==> config.mk <==
export PLATFORM = sky130hd
export DESIGN_NAME = branch_pred_ctrl
export DESIGN_NICKNAME = d
export VERILOG_FILES = /design/src/rtl/branch_pred_ctrl_pkg.sv /design/src/rtl/branch_pred_ctrl_sat_counter2.sv /design/src/rtl/branch_pred_ctrl.sv
export SDC_FILE = /design/constraint.sdc
export NUM_CORES = 1
export LEC_CHECK = 0
export BUFFER_PORTS_ARGS = -buffer_cell sky130_fd_sc_hd__buf_2
export CORE_ASPECT_RATIO = 2
export CORE_MARGIN = 2
export CORE_UTILIZATION = 62
export CTS_CLUSTER_SIZE = 25
export DETAILED_ROUTE_END_ITERATION = 6
export PLACE_DENSITY = 0.81
export SLEW_MARGIN = 20
export SYNTH_ARGS = -nofsm -noshare
export SYNTH_HDL_FRONTEND = slang
export SYNTH_SLANG_ARGS = --single-unit
export TNS_END_PERCENT = 1
==> constraint.sdc <==
create_clock -name clk -period 10.1 [get_ports clk]
set_input_delay 0.505 -clock clk [delete_from_list [all_inputs] [get_ports clk]]
set_output_delay 0.505 -clock clk [all_outputs]
set_load 0.01 [all_outputs]
==> src/rtl/branch_pred_ctrl_pkg.sv <==
// Shared definitions for the gshare branch predictor.
//   ctr_e          : 2-bit saturating counter encodings
//   PHT_RESET_VAL  : value every PHT entry takes on reset (weakly not-taken)
//   *_DEF          : default index / history widths
package branch_pred_ctrl_pkg;

  typedef enum logic [1:0] {
    SNT = 2'b00,
    WNT = 2'b01,
    WT  = 2'b10,
    ST  = 2'b11
  } ctr_e;

  localparam logic [1:0]  PHT_RESET_VAL = WNT;
  localparam int unsigned PHT_IDX_W_DEF = 6;
  localparam int unsigned GHR_W_DEF     = 6;

endpackage

==> src/rtl/branch_pred_ctrl_sat_counter2.sv <==
// sat_counter2: next-state function of a 2-bit saturating counter.
//   i_cnt   : current counter value
//   i_taken : resolved branch outcome (1 = count up, 0 = count down)
//   o_cnt   : next counter value, clamped to SNT..ST
module sat_counter2
  import branch_pred_ctrl_pkg::*;
(
  input  logic [1:0] i_cnt,
  input  logic       i_taken,
  output logic [1:0] o_cnt
);

  always_comb begin
    o_cnt = i_cnt;
    if (i_taken) begin
      if (ctr_e'(i_cnt) != ST) o_cnt = i_cnt + 2'd1;
    end else begin
      if (ctr_e'(i_cnt) != SNT) o_cnt = i_cnt - 2'd1;
    end
  end

endmodule

==> src/rtl/branch_pred_ctrl.sv <==
// branch_pred_ctrl: gshare conditional-branch predictor and mispredict
// recovery for the 5-stage pipeline.
//   clk, rst          : clock, asynchronous active-high reset
//   pcD, branchD      : D-stage PC and "is conditional branch"
//   stallD            : D->E register holds
//   flushE            : external E bubble from the hazard unit
//   branch_takeE      : resolved outcome from the E-stage comparator
//   pred_takeD        : combinational prediction for the D instruction
//   pred_takeE        : prediction carried with the valid E branch
//   mispredE          : E branch resolved opposite to its prediction
//   redirect_targetE  : mispredicted, fetch from branch target
//   redirect_seqE     : mispredicted, fetch from pcE+8
//   ghr_specO         : speculative global history
module branch_pred_ctrl
  import branch_pred_ctrl_pkg::*;
#(
  parameter int unsigned PHT_IDX_W = PHT_IDX_W_DEF,
  parameter int unsigned GHR_W     = GHR_W_DEF
) (
  input  logic             clk,
  input  logic             rst,
  input  logic [31:0]      pcD,
  input  logic             branchD,
  input  logic             stallD,
  input  logic             flushE,
  input  logic             branch_takeE,
  output logic             pred_takeD,
  output logic             pred_takeE,
  output logic             mispredE,
  output logic             redirect_targetE,
  output logic             redirect_seqE,
  output logic [GHR_W-1:0] ghr_specO
);

  localparam int unsigned PHT_N = 1 << PHT_IDX_W;

  logic [1:0]           r_pht [PHT_N];
  logic [GHR_W-1:0]     r_ghr_spec;
  logic [GHR_W-1:0]     r_ghr_commit;
  logic                 r_branch_vE;
  logic                 r_pred_takeE;
  logic [PHT_IDX_W-1:0] r_idxE;

  logic [PHT_IDX_W-1:0] w_ghr_ext;
  logic [PHT_IDX_W-1:0] w_idxD;
  logic                 w_pred_takeD;
  logic                 w_mispredE;
  logic [1:0]           w_cnt_next;
  // One spare MSB so the shift also works for GHR_W == 1.
  logic [GHR_W:0]       w_spec_shift;
  logic [GHR_W:0]       w_commit_shift;
  logic                 w_unused;

  always_comb begin
    w_ghr_ext             = '0;
    w_ghr_ext[GHR_W-1:0]  = r_ghr_spec;
  end

  assign w_idxD         = pcD[PHT_IDX_W+1:2] ^ w_ghr_ext;
  assign w_pred_takeD   = branchD & r_pht[w_idxD][1];
  assign w_mispredE     = r_branch_vE & (r_pred_takeE ^ branch_takeE);
  assign w_spec_shift   = {r_ghr_spec, w_pred_takeD};
  assign w_commit_shift = {r_ghr_commit, branch_takeE};
  assign w_unused       = ^{pcD[31:PHT_IDX_W+2], pcD[1:0],
                            w_spec_shift[GHR_W], w_commit_shift[GHR_W]};

  sat_counter2 u_sat (
    .i_cnt   (r_pht[r_idxE]),
    .i_taken (branch_takeE),
    .o_cnt   (w_cnt_next)
  );

  // No bypass: a D read of the entry being trained sees the old value.
  always_ff @(posedge clk or posedge rst) begin
    if (rst) begin
      for (int unsigned i = 0; i < PHT_N; i++) r_pht[i] <= PHT_RESET_VAL;
    end else if (r_branch_vE) begin
      r_pht[r_idxE] <= w_cnt_next;
    end
  end

  always_ff @(posedge clk or posedge rst) begin
    if (rst) begin
      r_ghr_spec   <= '0;
      r_ghr_commit <= '0;
      r_branch_vE  <= 1'b0;
      r_pred_takeE <= 1'b0;
      r_idxE       <= '0;
    end else begin
      if (r_branch_vE) r_ghr_commit <= w_commit_shift[GHR_W-1:0];

      // Recovery rebuilds history from committed state plus the true
      // outcome; it wins over the wrong-path D shift.
      if (w_mispredE)             r_ghr_spec <= w_commit_shift[GHR_W-1:0];
      else if (branchD & ~stallD) r_ghr_spec <= w_spec_shift[GHR_W-1:0];

      if (~stallD) begin
        r_pred_takeE <= w_pred_takeD;
        r_idxE       <= w_idxD;
      end

      if (flushE | w_mispredE) r_branch_vE <= 1'b0;
      else if (~stallD)        r_branch_vE <= branchD;
    end
  end

  assign pred_takeD       = w_pred_takeD;
  assign pred_takeE       = r_branch_vE & r_pred_takeE;
  assign mispredE         = w_mispredE;
  assign redirect_targetE = w_mispredE & branch_takeE;
  assign redirect_seqE    = w_mispredE & ~branch_takeE;
  assign ghr_specO        = r_ghr_spec;

endmodule

==> results.md <==
* Status: complete, no violations
* Peak supply drop at 0.0003451 V
* N_diodes at 0
* Combinational Power Share at 42.8%
* Final Hold Slack at 0.2255 ns
* Setup_tns at 0 ns
* Maximum number of pins on one net before global-route repair at 96
* Yosys Warn Count at 0
* Number of synthesized flops with an enable pin at 0
* DRT Pass-1 Iters at 6
* Input/output buffers at 22
* Share of layout cells above drive strength 1 at 23.66%
* Fillers at 942
* NumNets Final at 846
* Vias in the first global route at 6714
* Multi-input gate area at 3916 um2
* Crit. Startpoint: r_idxE[2]
* Total power at 2.884 mW
* Total grt overflow at 0
* Routed wire per std cell at 22.19 um
* Drt first-iter violations at 821
* F_max at 248.0 MHz
* Seq pwr share at 35.5%
* Switching power at 1.246 mW
* Core ar. at 12630 um2
* Largest delay share family, worst path: buffers and inverters
* Syn-to-layout area delta at 8.237%
* Clk Latency, worst-skew pair at 0.43 ns
* Fin crit period at 4.032 ns
* Total of max-cap violations at 0
* Slew @ Worst Pin at 1.020 ns
* I/O pin count at 49
* Crit path capture type: flip-flop
* H-tree levels at 4
* Finished Cell Area at 8665 um2
* Reg area at 3760 um2
* Critical Path, Cell by Cell: buf_4, inv_1, o21ai_1, a21oi_1, a2111o_1, nor4_1, maj3_4, mux2i_1
* Sw Ratio at 43.21%
* GRT Total Usage at 32.80%
* Root buffer cell: clkbuf_16
* Crit-path slowest cell: maj3_4
* CTS resizes at 0
* CTS clk-pin slew, worst paths at 0.06 ns
* Relative slew margins at 31.77%
* Worst flop-to-flop path startpoint: r_idxE[2]
* Final Cycle Share at 39.92%
* FFs w/ async S/R, synth at 100.0%
* Num CTS Buffers at 17
* # hold bufs at CTS at 0
* PwrDens at 332.9 nW/um2
* Leak at 3.362 nW
* Register bit total from synthesis at 147
* Final hold viol count at 0
* Post-route ant nets at 0
* Die width at 84.35 um
* Total wire length at 21520 um
* Worst Path Max Fanout at 64
* Setup crit start kind: flip-flop
* Crit path buffers/inverters at 2
* DR vias/cell at 6.754
* Bufs on Longest Clock Path at 2
* Syn avg cell area at 9.751 um2
* Distinct cells, synth at 57
* Antenna violations before repair at 0
* Critical path required time at 10.37 ns
* Internal power at 1.638 mW
* Sequential share of the synthesized area at 46.95%
* Number of setup buffers added after CTS at 0
* Post-Syn Nets at 859
* Main synth FF type: dfrtp_1
* Crit Path Category: flip-flop to flip-flop
* Skew final at 0.008250 ns
* Unrepaired setup endpoints after global routing: no
* First-pass GRT wire length at 34930 um
* Row Count at 58
* Clk sinks at 147
* Post-Syn Instances at 821
* Final Slew Violations at 0
* Die area at 13890 um2
* Chip Height at 164.7 um
* Initial Utilization at 63.40%
* Dpl cell area at 8063 um2
* Min-delay worst type: input pin to asynchronous set/reset pin
* DP HPWL at 13980 um
* Placer Congestion at 0.8974
* Worst endpoint data arrival time at 4.30 ns
* Slowest Stage Delay on Critical Path at 0.75 ns
* CTS tree: built
* DRC at 0
* Syn Std Cell Area at 8005 um2
* Clock power share at 21.7%
* Vias at 6551
* Setup violators final at 0
worst register-to-register path, cell delays in order (launching register included):
cell      delay (ns)
dfrtp_2         0.74
buf_4           0.52
inv_1           0.35
o21ai_1         0.16
a21oi_1         0.11
a2111o_1        0.45
nor4_1          0.55
maj3_4          0.75
mux2i_1         0.25
stage by stage:
step / util (%) / instances / worst slack [ns]
after floorplan: - / 821 / 5.750
after global routing: 68.62 / 970 / 5.914
after global placement: 63.77 / 939 / 6.036
after detailed placement: 63.85 / 939 / 5.919
final: 68.62 / 970 / 6.068
after CTS: 68.45 / 970 / 5.823
worst paths after layout:
path,endpoint,slack (ns),depth (start not counted)
worst max-delay path,r_pht[89],6.07,8
worst min-delay path,r_pht[99],0.23,2
worst max register to register,r_pht[89],6.07,8
worst min register to register,r_pht[106],0.47,2
max in group asynchronous,r_pht[115],8.65,3
min in group clk,r_branch_vE,0.23,2
cell usage after synthesis (all sizes together), types with 4 or more instances:
library cell / count / area share, %
nor2: 123 / 5.8
nand2: 103 / 4.8
dfrtp: 83 / 26
o21ai: 83 / 5.2
a21oi: 70 / 4.4
dfstp: 64 / 21
buf: 33 / 2.9
clkbuf: 31 / 1.5
o31ai: 28 / 3.5
mux4: 27 / 7.7
mux2i: 26 / 3.3
mux2: 17 / 2.4
nand3: 15 / 0.94
and3b: 10 / 1.1
a31oi: 9 / 0.70
nor3: 9 / 0.56
inv: 8 / 0.38
a22oi: 7 / 0.66
xor2: 7 / 0.77
a221oi: 6 / 0.66
nor2b: 6 / 0.47
and3: 5 / 0.45
nand3b: 5 / 0.47
o22ai: 5 / 0.39
and2: 4 / 0.31
nor3b: 4 / 0.38
o2bb2ai: 4 / 0.44
power by group through the flow:
stage | clock network, mW | registers [mW] | logic [mW]
after detailed placement | 0 | 1.02 | 1.19
after CTS | 0.625 | 1.02 | 1.21
after floorplan | 0 | 0.946 | 1.04
final | 0.626 | 1.02 | 1.23
after global routing | 0.656 | 1.04 | 1.33
after global placement | 0 | 1.00 | 1.16
area by class of cell:
type / count / area share (%)
timing repair buffer: 32 / 2.137
tap: 150 / 2.166
inverter: 8 / 0.4043
multi-input combinational: 602 / 45.20
clock buffer: 17 / 4.910
sequential: 147 / 43.39
clock inverter: 14 / 1.791
kinds of logic (layout without fill, tap and decap cells):
family | count (synthesis) | after routing | share of synthesized area [%]
AO/OA/AOI/OAI | 228 | 228 | 17.69
XOR/XNOR | 8 | 8 | 0.8753
adder cells (fa/ha/maj) | 2 | 2 | 0.2969
buffers and inverters | 72 | 71 | 4.689
flip-flops | 147 | 147 | 46.95
multiplexers | 70 | 70 | 13.38
AND/OR/NAND/NOR | 294 | 294 | 16.11
flip-flops by register name (all words and copies together) (netlist names):
name          flops
r_ghr_commit      5
r_pred_takeE      1
r_pht           128
r_idxE            6
ghr_specO         6
r_branch_vE       1
routing by layer:
metal / vias to the layer above / part of all wire (%) / routed length [um] / GRT usage, %
met1: 3146 / 34 / 7291 / 36.04
met3: 116 / 6.5 / 1395 / 7.596
li1: 2923 / - / - / -
met4: 0 / 7.5 / 1608 / 21.79
met5: - / 0 / 0 / 0
met2: 366 / 52 / 11220 / 56.20
cells in the final DEF, fill, tap and decap left out, types with 6 or more instances in the layout:
master,Yosys,routed
a21oi_1,70,70
a221oi_1,6,6
a22oi_1,7,7
a31oi_1,9,9
and3b_1,10,10
buf_2,21,22
buf_4,1,10
clkbuf_16,0,17
dfrtp_1,83,82
dfstp_2,64,64
inv_1,8,7
mux2_2,17,17
mux2i_1,26,26
mux4_2,24,24
nand2_1,103,103
nand3_1,15,14
nor2_1,123,123
nor2b_1,6,6
nor3_1,9,6
o21ai_0,82,82
o31ai_1,16,16
o31ai_2,11,11
No activity file was read; power rests on OpenSTA's default activity.
